<file path="src/rtl/game_control_multi_pkg.sv">
// Shared types and constants for the multi-pipe flappy game controller:
// state encoding, coordinate widths and the hole-placement LFSR.
package game_pkg;

  localparam int X_W = 10;
  localparam int Y_W = 9;

  typedef enum logic [1:0] {
    ST_IDLE  = 2'd0,
    ST_PLAY  = 2'd1,
    ST_DYING = 2'd2,
    ST_OVER  = 2'd3
  } game_state_e;

  // Galois form, taps 16,14,13,11, shifting right
  localparam logic [15:0] LFSR_SEED = 16'hACE1;
  localparam logic [15:0] LFSR_TAPS = 16'hB400;

  function automatic logic [15:0] lfsr_next(input logic [15:0] s);
    return {1'b0, s[15:1]} ^ (s[0] ? LFSR_TAPS : 16'h0000);
  endfunction

endpackage

</file>
<file path="src/rtl/game_control_multi_if.sv">
// Controller-to-renderer bundle: frame sync and button in, game geometry,
// scores and state out.
interface game_control_multi_if #(
  parameter int NUM_PIPES = 2,
  parameter int SCORE_W   = 8
);
  import game_pkg::*;

  logic                       v_sync;
  logic                       button;
  logic [Y_W-1:0]             bird_pos;
  logic [X_W*NUM_PIPES-1:0]   pipe_pos;
  logic [Y_W*NUM_PIPES-1:0]   hole_pos;
  logic [SCORE_W-1:0]         score;
  logic [SCORE_W-1:0]         high_score;
  logic [1:0]                 game_state;

  modport master (
    input  v_sync, button,
    output bird_pos, pipe_pos, hole_pos, score, high_score, game_state
  );

  modport slave (
    output v_sync, button,
    input  bird_pos, pipe_pos, hole_pos, score, high_score, game_state
  );

endinterface

</file>
<file path="src/rtl/game_control_multi_frame_tick.sv">
// Falling-edge detect on v_sync: one tick on the first clock after sync ends.
module game_frame_tick (
  input  logic clock,
  input  logic reset,
  input  logic v_sync,
  output logic tick
);

  logic v_sync_p0;

  always_ff @(posedge clock or negedge reset) begin
    if (!reset) v_sync_p0 <= 1'b0;
    else        v_sync_p0 <= v_sync;
  end

  assign tick = v_sync_p0 & ~v_sync;

endmodule

</file>
<file path="src/rtl/game_control_multi.sv">
// Per-frame game controller: bird physics, NUM_PIPES scrolling pipes,
// scoring, collision and a persistent high score, all advanced once per tick.
module game_control_multi
  import game_pkg::*;
#(
  parameter int NUM_PIPES  = 2,
  parameter int PIPE_START = 600,
  parameter int PIPE_GAP_X = 370,
  parameter int PIPE_WRAP  = 740,
  parameter int PIPE_SPEED = 4,
  parameter int BIRD_START = 265,
  parameter int FLAP_VEL   = -11,
  parameter int MAX_FALL   = 8,
  parameter int FLOOR_Y    = 480,
  parameter int HIT_X_LO   = 50,
  parameter int HIT_X_HI   = 200,
  parameter int GAP_LO     = 50,
  parameter int GAP_HI     = 150,
  parameter int HOLE_MIN   = 37,
  parameter int HOLE_INIT  = 165,
  parameter int SCORE_W    = 8
) (
  input logic clock,
  input logic reset,
  game_control_multi_if.master gif
);

  localparam int YE_W = Y_W + 1;
  localparam logic signed [5:0] FLAP_V = 6'(FLAP_VEL);
  localparam logic signed [5:0] MAX_V  = 6'(MAX_FALL);
  localparam logic [Y_W-1:0]    FLOOR  = Y_W'(FLOOR_Y);
  localparam logic [Y_W-1:0]    BIRD0  = Y_W'(BIRD_START);
  localparam logic [Y_W-1:0]    HOLE0  = Y_W'(HOLE_INIT);

  function automatic logic signed [5:0] vel_sat(input logic signed [5:0] v);
    return (v >= MAX_V) ? MAX_V : v + 6'sd1;
  endfunction

  // bird + signed velocity, clamped into [0, 2^Y_W-1]
  function automatic logic [Y_W-1:0] bird_sat(input logic [Y_W-1:0] b,
                                              input logic signed [5:0] v);
    logic signed [Y_W+1:0] s;
    s = $signed({2'b00, b}) + $signed({{(Y_W-4){v[5]}}, v});
    if (s[Y_W+1])  return '0;
    else if (s[Y_W]) return '1;
    else           return s[Y_W-1:0];
  endfunction

  function automatic logic [SCORE_W-1:0] score_sat(input logic [SCORE_W-1:0] s,
                                                   input logic [NUM_PIPES-1:0] w);
    logic [SCORE_W-1:0] r;
    r = s;
    for (int k = 0; k < NUM_PIPES; k++)
      if (w[k] && r != '1) r = r + SCORE_W'(1);
    return r;
  endfunction

  function automatic logic [X_W-1:0] pipe_start(input int i);
    return X_W'(PIPE_START + i * PIPE_GAP_X);
  endfunction

  logic                  tick;
  game_state_e           state_q;
  logic [Y_W-1:0]        bird_q;
  logic signed [5:0]     vel_q;
  logic [X_W-1:0]        pipe_q [NUM_PIPES];
  logic [Y_W-1:0]        hole_q [NUM_PIPES];
  logic [X_W-1:0]        pipe_nx [NUM_PIPES];
  logic [Y_W-1:0]        hole_nx [NUM_PIPES];
  logic [NUM_PIPES-1:0]  wrap_v;
  logic [NUM_PIPES-1:0]  hit_v;
  logic [SCORE_W-1:0]    score_q;
  logic [SCORE_W-1:0]    high_q;
  logic                  armed_q;
  logic [15:0]           lfsr_q;
  logic                  flap;
  logic                  collide;

  game_frame_tick u_tick (
    .clock  (clock),
    .reset  (reset),
    .v_sync (gif.v_sync),
    .tick   (tick)
  );

  assign flap = tick & ~gif.button & armed_q;

  for (genvar i = 0; i < NUM_PIPES; i++) begin : g_pipe
    logic [YE_W-1:0] band_lo;
    logic [YE_W-1:0] band_hi;
    logic            in_band;

    assign wrap_v[i]  = pipe_q[i] < X_W'(PIPE_SPEED);
    assign pipe_nx[i] = wrap_v[i] ? X_W'(PIPE_WRAP) : pipe_q[i] - X_W'(PIPE_SPEED);
    assign hole_nx[i] = wrap_v[i] ? Y_W'(HOLE_MIN) + {1'b0, lfsr_q[7:0]} : hole_q[i];

    // widened by one bit so hole+offset never wraps
    assign band_lo = {1'b0, hole_q[i]} + YE_W'(GAP_LO);
    assign band_hi = {1'b0, hole_q[i]} + YE_W'(GAP_HI);
    assign in_band = ({1'b0, bird_q} > band_lo) && ({1'b0, bird_q} < band_hi);
    assign hit_v[i] = (pipe_q[i] > X_W'(HIT_X_LO)) && (pipe_q[i] < X_W'(HIT_X_HI)) && !in_band;

    assign gif.pipe_pos[X_W*i +: X_W] = pipe_q[i];
    assign gif.hole_pos[Y_W*i +: Y_W] = hole_q[i];
  end

  assign collide = (bird_q >= FLOOR) || (|hit_v);

  always_ff @(posedge clock or negedge reset) begin
    if (!reset) begin
      state_q <= ST_IDLE;
      bird_q  <= BIRD0;
      vel_q   <= '0;
      score_q <= '0;
      high_q  <= '0;
      armed_q <= 1'b1;
      lfsr_q  <= LFSR_SEED;
      for (int i = 0; i < NUM_PIPES; i++) begin
        pipe_q[i] <= pipe_start(i);
        hole_q[i] <= HOLE0;
      end
    end else if (tick) begin
      lfsr_q  <= lfsr_next(lfsr_q);
      // a held button keeps armed low, so holding yields a single flap
      armed_q <= gif.button;
      unique case (state_q)
        ST_IDLE: begin
          if (flap) begin
            state_q <= ST_PLAY;
            vel_q   <= FLAP_V;
          end
        end
        ST_PLAY: begin
          vel_q  <= flap ? FLAP_V : vel_sat(vel_q);
          bird_q <= bird_sat(bird_q, vel_q);
          if (collide) begin
            state_q <= ST_DYING;
          end else begin
            score_q <= score_sat(score_q, wrap_v);
            for (int i = 0; i < NUM_PIPES; i++) begin
              pipe_q[i] <= pipe_nx[i];
              hole_q[i] <= hole_nx[i];
            end
          end
        end
        ST_DYING: begin
          if (bird_q >= FLOOR) begin
            bird_q  <= FLOOR;
            state_q <= ST_OVER;
            if (score_q > high_q) high_q <= score_q;
          end else begin
            bird_q <= bird_sat(bird_q, vel_q);
            vel_q  <= vel_sat(vel_q);
          end
        end
        ST_OVER: begin
          if (flap) begin
            state_q <= ST_IDLE;
            bird_q  <= BIRD0;
            vel_q   <= '0;
            score_q <= '0;
            for (int i = 0; i < NUM_PIPES; i++) begin
              pipe_q[i] <= pipe_start(i);
              hole_q[i] <= HOLE0;
            end
          end
        end
        default: state_q <= ST_IDLE;
      endcase
    end
  end

  assign gif.bird_pos   = bird_q;
  assign gif.score      = score_q;
  assign gif.high_score = high_q;
  assign gif.game_state = state_q;

endmodule
</file>
<file path="src/flat_wrapper.sv">
// flat-port wrapper written by rule: the top's interface ports become plain ports
module game_control_multi_flat import game_pkg::*;
#(
  parameter int NUM_PIPES  = 2,
  parameter int PIPE_START = 600,
  parameter int PIPE_GAP_X = 370,
  parameter int PIPE_WRAP  = 740,
  parameter int PIPE_SPEED = 4,
  parameter int BIRD_START = 265,
  parameter int FLAP_VEL   = -11,
  parameter int MAX_FALL   = 8,
  parameter int FLOOR_Y    = 480,
  parameter int HIT_X_LO   = 50,
  parameter int HIT_X_HI   = 200,
  parameter int GAP_LO     = 50,
  parameter int GAP_HI     = 150,
  parameter int HOLE_MIN   = 37,
  parameter int HOLE_INIT  = 165,
  parameter int SCORE_W    = 8
)
  (clock, reset, gif_v_sync, gif_button, gif_bird_pos, gif_pipe_pos, gif_hole_pos, gif_score, gif_high_score, gif_game_state);
  game_control_multi_if #(.NUM_PIPES(NUM_PIPES), .SCORE_W(SCORE_W)) gif_i ();
  input logic clock;
  input logic reset;
  input wire logic [$bits(gif_i.v_sync)-1:0] gif_v_sync;
  input wire logic [$bits(gif_i.button)-1:0] gif_button;
  output wire logic [$bits(gif_i.bird_pos)-1:0] gif_bird_pos;
  output wire logic [$bits(gif_i.pipe_pos)-1:0] gif_pipe_pos;
  output wire logic [$bits(gif_i.hole_pos)-1:0] gif_hole_pos;
  output wire logic [$bits(gif_i.score)-1:0] gif_score;
  output wire logic [$bits(gif_i.high_score)-1:0] gif_high_score;
  output wire logic [$bits(gif_i.game_state)-1:0] gif_game_state;
  assign gif_i.v_sync = gif_v_sync;
  assign gif_i.button = gif_button;
  assign gif_bird_pos = gif_i.bird_pos;
  assign gif_pipe_pos = gif_i.pipe_pos;
  assign gif_hole_pos = gif_i.hole_pos;
  assign gif_score = gif_i.score;
  assign gif_high_score = gif_i.high_score;
  assign gif_game_state = gif_i.game_state;
  game_control_multi #(.NUM_PIPES(NUM_PIPES), .PIPE_START(PIPE_START), .PIPE_GAP_X(PIPE_GAP_X), .PIPE_WRAP(PIPE_WRAP), .PIPE_SPEED(PIPE_SPEED), .BIRD_START(BIRD_START), .FLAP_VEL(FLAP_VEL), .MAX_FALL(MAX_FALL), .FLOOR_Y(FLOOR_Y), .HIT_X_LO(HIT_X_LO), .HIT_X_HI(HIT_X_HI), .GAP_LO(GAP_LO), .GAP_HI(GAP_HI), .HOLE_MIN(HOLE_MIN), .HOLE_INIT(HOLE_INIT), .SCORE_W(SCORE_W)) u_core (.clock(clock), .reset(reset), .gif(gif_i));
endmodule
</file>
<file path="config.mk">
export PLATFORM = sky130hd
export DESIGN_NAME = game_control_multi_flat
export DESIGN_NICKNAME = d
export VERILOG_FILES = /design/src/rtl/game_control_multi_pkg.sv /design/src/rtl/game_control_multi_if.sv /design/src/rtl/game_control_multi_frame_tick.sv /design/src/rtl/game_control_multi.sv /design/src/flat_wrapper.sv
export SDC_FILE = /design/constraint.sdc
export NUM_CORES = 1
export LEC_CHECK = 0
export CAP_MARGIN = 20
export CORE_ASPECT_RATIO = 1.4
export CORE_MARGIN = 3
export CORE_UTILIZATION = 41
export DETAILED_ROUTE_END_ITERATION = 16
export GPL_TIMING_DRIVEN = 0
export PLACE_DENSITY = 0.59
export SLEW_MARGIN = 20
export SYNTH_ARGS = -nofsm -noshare
export SYNTH_HDL_FRONTEND = slang
export SYNTH_HIERARCHICAL = 1
export SYNTH_SLANG_ARGS = --single-unit
</file>
<file path="constraint.sdc">
create_clock -name clock -period 3.85 [get_ports clock]
set_clock_uncertainty 0.15 [all_clocks]
set_input_delay 0.77 -clock clock [delete_from_list [all_inputs] [get_ports clock]]
set_output_delay 0.77 -clock clock [all_outputs]
set_load 0.005 [all_outputs]
</file>
==> results.cfg, run 1 <==
[synthesis]
synth_area_um2 = 6750
synthTopCellsByArea = dfrtp_1 21%, ha_1 13%, dfstp_2 12%
ys_dominant_reg_cell = dfrtp_1
yosysTopAreaCell = dfrtp_1
synth.top_cell.area_share_pct = 20.8
synth_edf_count = 0
yosysSeqAreaShare_pct = 32.4
yosysUniqueCellTypes = 84
synth_warnings = 6
syn_inst = 748
synth_common_cells = 68 x ha_1, 68 x nand2_1, 56 x dfrtp_1
synth_area_per_cell_um2 = 9.03
postSynth.asyncResetShare_pct = 100
ys_ff_latch = 86

[routing]
vias_per_cell = 5.79
drtIter0Drc = 217
detail-route-antenna-nets = 0
first_pass_iters = 5
route.detailed.drc = 0
wire_per_inst_um = 18.2
wirelength_mm = 18.8
vias = 5990

[die]
die_width_um = 114
start_util_pct = 42.5
core-area_um2 = 15900
dieArea_um2 = 18100
dieHeight_um = 158
row_count = 54
ios = 69

[global_route]
antenna_found_initial = 0
grt_pass1_wl_mm = 30.5
overflow = 0
track_usage_pct = 21.1
first_global_vias = 6091
grt_max_degree = 46

[worst_hold_path]
hold_path.class = input pin to asynchronous set/reset pin

[power_and_ir_drop]
ir_drop_mv = 0.356
p_leak_nw = 3.55
totalPowerFinal_w = 0.00581
powerDensity_nw_per_um2 = 718

[clocking]
cts_tree = done
clkLatencyLatePin_ns = 0.34
clock-root-buffer = clkbuf_16
clock_sinks = 86
cts_buffers = 9
cts_max_path_buffers = 2
hold_buffers = 0
ctsHtreeMaxLevel = 3
cts.clk_slew.worst_paths_ns = 0.07

[critical_path]
worstSetupPathType = flip-flop to flip-flop
cp_cell_sequence = inv_1 > ha_2 > inv_2 > a21oi_2 > nand3b_1 > xnor2_1 > ha_1 > a2111oi_2 > nand2_1 > a31oi_4 > o311ai_4 > a221oi_4 > buf_4 > or4b_4 > o211ai_2
worstPathArrival_ns = 3.87
crit_slowest_cell = dfstp_2
crit_family = compound AO/OA/AOI/OAI gates
critical_path.max_fanout = 6
start_kind = flip-flop
path_buf_inv = 3
critical-path-max-stage-delay_ns = 0.57
required_ns = 3.97
worstSetupEndpointType = flip-flop

[cells_and_area]
regArea_um2 = 2190
multi_input_area_um2 = 4280
num-nets-final = 906
area_growth_pct = 19.9
drive_above_1_share_pct = 13.7
num-fill-cells = 1526
instances_no_fill = 1034
num_antenna_cells = 0

[placed_design]
place_ws_ns = -0.244
dp_hpwl_mm = 14.3
routabilityCongestion = 0.898
dp.cells = 1012
port_buffers = 65

[sta]
final_hold_viol_count = 0
worst_slew_pin_slew_ns = 0.896
min_period_ns = 3.75
setup_viol_count_final = 0
fin_ws_ns = 0.0987
maxSlewViolCount = 0
timing.final.crit_share_pct = 97.4
max-slew-margin-rel_pct = 40.1
fmax_mhz = 267

[run_status]
status = completed

[job]
maxCapViolCount = 0
## area by class of cell
cell class	count	area share, %
inverter	45	2.09
tap	196	3.03
sequential	86	27.1
clock buffer	10	2.95
buffer	36	2.30
clock inverter	6	0.649
multi-input combinational	581	52.9
timing repair buffer	74	9.00
## worst paths after layout
kind	startpoint	to	slack, ns	cells after the start
max	u_core/gif.hole_pos[11]	u_core/gif.score[5]	0.1	15
min	reset	u_core/gif.high_score[1]	0.26	1
max reg2reg	u_core/gif.hole_pos[11]	u_core/gif.score[5]	0.1	15
min reg2reg	u_core/lfsr_q[10]	u_core/lfsr_q[10]	0.34	2
max in group asynchronous	reset	u_core/gif.hole_pos[9]	2.59	2
min in group clock	u_core/lfsr_q[10]	u_core/lfsr_q[10]	0.34	2
## flip-flops by register name, summed over array words and instances, names as in the netlist
register                 cells
u_core/gif.high_score        8
u_core/gif.hole_pos         18
u_core/gif.pipe_pos         17
u_core/lfsr_q               16
u_core/armed_q               1
u_core/vel_q                 6
u_core/u_tick/v_sync_p0      1
u_core/gif.score             8
u_core/gif.game_state        2
u_core/gif.bird_pos          9
## cell families (layout without fill, tap and decap cells)
kind of cell | Yosys count | count (layout) | synth area share [%]
AND/OR/NAND/NOR | 240 | 240 | 18.2
AO/OA/AOI/OAI | 185 | 185 | 19.2
flip-flops | 86 | 86 | 32.4
buffers and inverters | 83 | 171 | 5.21
adder cells (fa/ha/maj) | 69 | 69 | 12.9
XOR/XNOR | 43 | 43 | 5.58
multiplexers | 41 | 41 | 6.43
other | 1 | 3 | 0.0555
## repair_timing
item / in CTS / in global routing
buffers inserted: 5 / 3
endpoints found under the setup margin: 43 / 42
gates resized for setup: 4 / 14
pin swaps: 1 / 8
endpoints found under the hold margin: 0 / 0
## through the flow
step	instance area (um^2)	utilization [%]	TNS, ns	hold slack (ns)
floorplan	6760	-	0	0.315
global placement	7660	48.2	-90.81	0.333
detailed placement	7670	48.3	-6.71	0.330
CTS	8030	50.6	0	0.278
global route	8090	51.0	-0.182	0.303
finish	8090	51.0	0	0.261
## cells in the final DEF, fill, tap and decap left out, types with 7 or more instances in the layout
| master | count |
|---|---|
| nand2_1 | 68 |
| o21a_1 | 10 |
| a31oi_1 | 9 |
| clkbuf_16 | 9 |
| o21ai_0 | 37 |
| xor2_1 | 15 |
| nor3_1 | 20 |
| o21bai_1 | 7 |
| a21oi_1 | 34 |
| mux2_2 | 17 |
| nand2b_1 | 9 |
| inv_1 | 43 |
| clkbuf_1 | 21 |
| o211ai_1 | 8 |
| a21o_1 | 7 |
| nand3_1 | 17 |
| ha_1 | 67 |
| and2_1 | 7 |
| xnor2_1 | 28 |
| nor2b_1 | 8 |
| or3_1 | 7 |
| nor2_1 | 52 |
| dfrtp_1 | 54 |
| nand4_1 | 12 |
| clkdlybuf4s50_1 | 64 |
| buf_4 | 14 |
| dfstp_2 | 30 |
| mux2i_1 | 22 |
| nor3b_1 | 7 |
## per-layer routing
metal / wire length, um / global-route usage, % / part of all wire (%) / vias to the layer above
met5: 0 / 0 / 0 / -
met4: 463 / 7.47 / 2.5 / 0
met3: 817 / 3.29 / 4.4 / 31
met2: 9710 / 38.9 / 52 / 159
met1: 7780 / 24.6 / 41 / 2920
li1: - / - / - / 2880
## power by group
part	internal (W)	switching, W
Sequential	0.00130	0.000454
Clock	0.000466	0.000394
Combinational	0.00149	0.00171
(Power assumes the default switching activity.)
==> run 2: changes to the inputs <==
--- a/config.mk
+++ b/config.mk
@@ -9,6 +9,7 @@
 export CORE_ASPECT_RATIO = 1.4
 export CORE_MARGIN = 3
 export CORE_UTILIZATION = 41
+export CTS_BUF_LIST = sky130_fd_sc_hd__clkbuf_2 sky130_fd_sc_hd__clkbuf_4 sky130_fd_sc_hd__clkbuf_8
 export DETAILED_ROUTE_END_ITERATION = 16
 export GPL_TIMING_DRIVEN = 0
 export PLACE_DENSITY = 0.59
==> run 2 against run 1 <==
  * Cell count hardly changed
  * Fmax grew 0.57%
  * Design area shrank 1.7%
  * Die area stayed put
  * Wire length hardly changed
  * Sequential share of layout area up 0.44 points
  * Utilization down 0.84 points
  * Worst setup slack better by 0.021 ns
  * First-iteration DRC count is 12% higher
  * Power shrank 4.4%
  * Clock power shrank 27%
==> results.cfg, run 2 (synthesis results as in run 1) <==
[placed_design]
dp.cells = 1012
place_ws_ns = -0.244
dp_hpwl_mm = 14.3
routabilityCongestion = 0.898
port_buffers = 65

[global_route]
grt_max_degree = 46
first_global_vias = 6045
grt_pass1_wl_mm = 30.4
overflow = 0
track_usage_pct = 21.1
antenna_found_initial = 0

[clocking]
clkLatencyLatePin_ns = 0.36
clock-root-buffer = clkbuf_8
cts_buffers = 9
clock_sinks = 86
cts_tree = done
cts.clk_slew.worst_paths_ns = 0.10
ctsHtreeMaxLevel = 3
hold_buffers = 0
cts_max_path_buffers = 2

[cells_and_area]
layout_common_cells = 68 x nand2_1, 68 x ha_1, 64 x clkdlybuf4s50_1, 55 x dfrtp_1, 52 x nor2_1
largest_reg_flops = 18
num-nets-final = 905
num_antenna_cells = 0
instances_no_fill = 1033
area_growth_pct = 17.9
drive_above_1_share_pct = 12.9

[sta]
min_period_ns = 3.73
max-slew-margin-rel_pct = 37.6
maxSlewViolCount = 0
final_hold_viol_count = 0
timing.final.crit_share_pct = 96.9
fmax_mhz = 268
worst_slew_pin_slew_ns = 0.933
setup_viol_count_final = 0
whs_ns = 0.240
fin_ws_ns = 0.120

[routing]
detail-route-antenna-nets = 0
first_pass_iters = 5
vias = 5941
wire_per_inst_um = 18.2
vias_per_cell = 5.75
wirelength_mm = 18.8
route.detailed.drc = 0
drtIter0Drc = 242

[power_and_ir_drop]
p_leak_nw = 3.49
p_sw_w = 0.00253
powerDensity_nw_per_um2 = 698
p_clk_share_pct = 11.3
switching_share_pct = 45.5
p_comb_share_pct = 57.1
p_seq_share_pct = 31.5
internal-power_w = 0.00303
ir_drop_mv = 0.357

[job]
maxCapViolCount = 0

[critical_path]
critical_path.max_fanout = 3
cp_cell_sequence = inv_1 > ha_1 > inv_1 > a21oi_1 > nand3b_1 > xnor2_1 > ha_1 > a2111oi_2 > nand2_1 > a31oi_2 > o311ai_4 > a221oi_4 > buf_4 > or4b_1 > o211ai_2
worstSetupPathType = flip-flop to flip-flop
crit_slowest_cell = dfstp_2
worstSetupEndpointType = flip-flop
required_ns = 3.99
start_kind = flip-flop
worstPathArrival_ns = 3.87
critical-path-max-stage-delay_ns = 0.58

[die]
row_count = 54
die_width_um = 114
start_util_pct = 42.5
ios = 69
core-area_um2 = 15900
dieArea_um2 = 18100
dieHeight_um = 158

[run_status]
status = completed

[worst_hold_path]
hold_path.class = input pin to asynchronous set/reset pin
## run 2: layout make-up
cell class                 count  area, um^2
fill                        1533        7920
multi-input combinational    581        4260
sequential                    86        2190
timing repair buffer          72         713
tap                          196         245
buffer                        37         189
inverter                      45         169
clock buffer                  10         138
clock inverter                 6        52.6
## run 2: repair_timing
action                                 CTS  global route
buffers inserted                         4             2
endpoints found under the hold margin    0             0
setup endpoints to repair               43            43
gates resized for setup                  2            10
pin swaps                                1             1
## run 2: final timing paths
check | startpoint | endpoint | slack, ns | cells past startpoint
max | u_core/gif.hole_pos[11] | u_core/gif.score[5] | 0.12 | 15
min | reset | u_core/gif.high_score[1] | 0.24 | 1
max reg2reg | u_core/gif.hole_pos[11] | u_core/gif.score[5] | 0.12 | 15
min reg2reg | u_core/lfsr_q[10] | u_core/lfsr_q[10] | 0.34 | 2
max in group asynchronous | reset | u_core/gif.hole_pos[9] | 2.61 | 2
min in group clock | u_core/lfsr_q[10] | u_core/lfsr_q[10] | 0.34 | 2
## run 2: layer usage
metal  wire [um]  up-vias  part of all wire [%]  global-route usage, %
met1        7830     2899                    42                   24.5
li1            -     2863                     -                      -
met3         757       28                   4.0                   3.75
met2        9780      151                    52                   38.9
met4         419        0                   2.2                   6.68
met5           0        -                     0                      0
## run 2: stage by stage
step	total power (W)	setup TNS, ns	utilization (%)	area, um^2
floorplan	0.00370	0	-	6760
global placement	0.00474	-90.81	48.2	7660
detailed placement	0.00482	-6.71	48.3	7670
CTS	0.00552	0	49.8	7900
global route	0.00607	-0.0155	50.1	7960
finish	0.00556	0	50.1	7960
## run 2: power by group through the flow
stage | Sequential [W] | Clock (W) | Combinational [W]
finish | 0.00175 | 0.000630 | 0.00317
floorplan | 0.00163 | 0 | 0.00207
detailed placement | 0.00177 | 0 | 0.00306
CTS | 0.00175 | 0.000655 | 0.00312
global route | 0.00181 | 0.000700 | 0.00356
global placement | 0.00176 | 0 | 0.00298
## run 2: worst max-delay path, delay by kind of cell (launching register included)
family | cells | cell delay (ns)
AND/OR/NAND/NOR | 3 | 0.79
flip-flops | 1 | 0.58
buffers and inverters | 3 | 0.29
adder cells (fa/ha/maj) | 2 | 0.51
XOR/XNOR | 1 | 0.16
AO/OA/AOI/OAI | 6 | 1.17
==> run 3: changes to the inputs <==
--- a/config.mk
+++ b/config.mk
@@ -7,7 +7,6 @@
 export LEC_CHECK = 0
 export CAP_MARGIN = 20
 export CORE_ASPECT_RATIO = 1.4
-export CORE_MARGIN = 3
 export CORE_UTILIZATION = 41
 export CTS_BUF_LIST = sky130_fd_sc_hd__clkbuf_2 sky130_fd_sc_hd__clkbuf_4 sky130_fd_sc_hd__clkbuf_8
 export DETAILED_ROUTE_END_ITERATION = 16
==> run 3 against run 2 <==
  * Utilization is essentially flat
  * Global-route usage grew 1.4 points
  * Clock power is essentially flat
  * Power grew 1.6%
  * Fmax shrank 0.70%
  * Via count shrank 0.61%
  * Die area shrank 5.9%
  * Flip-flop and latch count is the same
  * Count of clock-buffer cells in the layout is the same
  * Largest power group unchanged
  * First-iteration DRC count grew 45%
  * Wire length shrank 0.28%
  * Register-to-register slack lost 0.03 ns
==> results.cfg, run 3 (synthesis results as in run 1) <==
[run_status]
status = completed

[routing]
wire_per_inst_um = 18.0
drtIter0Drc = 352
vias = 5905
detail-route-antenna-nets = 0
route.detailed.drc = 0
wirelength_mm = 18.7
first_pass_iters = 5
vias_per_cell = 5.69

[clocking]
cts_buffers = 9
cts_max_path_buffers = 2
hold_buffers = 0
clock_sinks = 86
clock-root-buffer = clkbuf_8
cts_tree = done
ctsHtreeMaxLevel = 3
cts.clk_slew.worst_paths_ns = 0.09
clkLatencyLatePin_ns = 0.37

[cells_and_area]
area_growth_pct = 19.6
num-nets-final = 907
largest_reg_flops = 18
multi_input_area_um2 = 4340
drive_above_1_share_pct = 14.4
regArea_um2 = 2190
num-fill-cells = 1565
num_antenna_cells = 0
layout_common_cells = 68 x nand2_1, 66 x ha_1, 64 x clkdlybuf4s50_1, 54 x dfrtp_1, 52 x nor2_1
final_common_cell = nand2_1

[sta]
worst_slew_pin_slew_ns = 0.779
fin_ws_ns = 0.0938
final_hold_viol_count = 0
setup_viol_count_final = 0
timing.final.crit_share_pct = 97.6
tns_ns = 0
max-slew-margin-rel_pct = 46.7
rsz0062_at_grt = true
maxSlewViolCount = 0
fmax_mhz = 266
min_period_ns = 3.76

[global_route]
track_usage_pct = 22.4
first_global_vias = 6124
grt_max_degree = 56
overflow = 0
antenna_found_initial = 0
grt_pass1_wl_mm = 30.7

[critical_path]
critical-path-max-stage-delay_ns = 0.57
reg2reg_from = u_core/gif.hole_pos[11]
start_kind = flip-flop
crit_end = u_core/gif.score[5]
crit_slowest_cell = dfstp_2
r2r_cells = 15
critPathLaunch = u_core/gif.hole_pos[11]
cp.depth = 15
reg2reg_setup_slack_ns = 0.09
worstSetupPathType = flip-flop to flip-flop
worstPathArrival_ns = 3.89
required_ns = 3.99
path_buf_inv = 3
crit_family = compound AO/OA/AOI/OAI gates
r2r_end = u_core/gif.score[5]
critical_path.max_fanout = 6
worstSetupEndpointType = flip-flop
cp_cell_sequence = inv_2 > ha_4 > inv_2 > a21oi_2 > nand3b_1 > xnor2_2 > ha_4 > a2111oi_4 > nand2_1 > a31oi_4 > o311ai_4 > a221oi_4 > buf_4 > or4b_4 > o211ai_2

[die]
ios = 69
start_util_pct = 41.9
dieHeight_um = 154
dieArea_um2 = 17000
core-area_um2 = 16100
die_width_um = 110
row_count = 55

[placed_design]
routabilityCongestion = 0.882
place_ws_ns = -0.386
port_buffers = 65
dp_hpwl_mm = 14.2

[worst_hold_path]
hold_path.class = input pin to asynchronous set/reset pin

[power_and_ir_drop]
p_leak_nw = 3.53
powerDensity_nw_per_um2 = 700
ir_drop_mv = 0.296

[job]
maxCapViolCount = 0
-- run 3: worst min-delay path by stage --
stage	startpoint	endpoint	slack, ns	cells past startpoint
2_1_floorplan	u_core/lfsr_q[10]	u_core/lfsr_q[10]	0.31	2
3_3_place_gp	u_core/lfsr_q[10]	u_core/lfsr_q[10]	0.33	2
3_5_place_dp	u_core/lfsr_q[10]	u_core/lfsr_q[10]	0.33	2
4_1_cts	reset	u_core/gif.high_score[1]	0.20	1
5_1_grt	reset	u_core/gif.high_score[1]	0.21	1
6_report	reset	u_core/gif.high_score[1]	0.20	1
-- run 3: cell type report --
type                       count  share of cell area (%)
timing repair buffer          75                    9.21
sequential                    86                    27.2
buffer                        36                    2.37
multi-input combinational    581                    53.8
clock buffer                  10                    1.70
clock inverter                 6                   0.635
tap                          199                    3.08
inverter                      45                    2.09
-- run 3: through the flow --
step	cells	power, W	util [%]	hold slack (ns)	cell area [um^2]
final	1038	0.00565	50.1	0.197	8070
after CTS	1035	0.00558	49.3	0.196	7940
after floorplan	750	0.00370	-	0.315	6760
after global placement	1014	0.00475	47.6	0.332	7660
after global routing	1038	0.00615	50.1	0.210	8070
after detailed placement	1015	0.00484	47.7	0.331	7680
-- run 3: worst register-to-register path, cell delays in order (launching register included) --
cell and delay [ns]:
dfstp_2 0.57, inv_2 0.06, ha_4 0.16, inv_2 0.05, a21oi_2 0.06, nand3b_1 0.22, xnor2_2 0.25, ha_4 0.25
a2111oi_4 0.33, nand2_1 0.14, a31oi_4 0.19, o311ai_4 0.16, a221oi_4 0.38, buf_4 0.18, or4b_4 0.45, o211ai_2 0.09
-- run 3: power by group --
group          total [W]  switching (W)  internal [W]  leakage, nW
clock           0.000627       0.000365      0.000262       0.0939
sequential       0.00176       0.000463       0.00130        0.980
combinational    0.00326        0.00172       0.00153         2.45
-- run 3: routing by layer --
| layer | global-route usage [%] | vias to the layer above | share of wire [%] |
|---|---|---|---|
| met3 | 3.47 | 30 | 3.6 |
| met1 | 25.7 | 2864 | 41 |
| met4 | 8.13 | 0 | 2.7 |
| li1 | - | 2872 | - |
| met5 | 0 | - | 0 |
| met2 | 41.8 | 139 | 53 |
-- run 3: repair_timing --
item / CTS / global route
setup buffers: 4 / 5
pin swaps: 1 / 8
gates resized for setup: 6 / 21
setup endpoints to repair: 43 / 43
endpoints found under the hold margin: 0 / 0
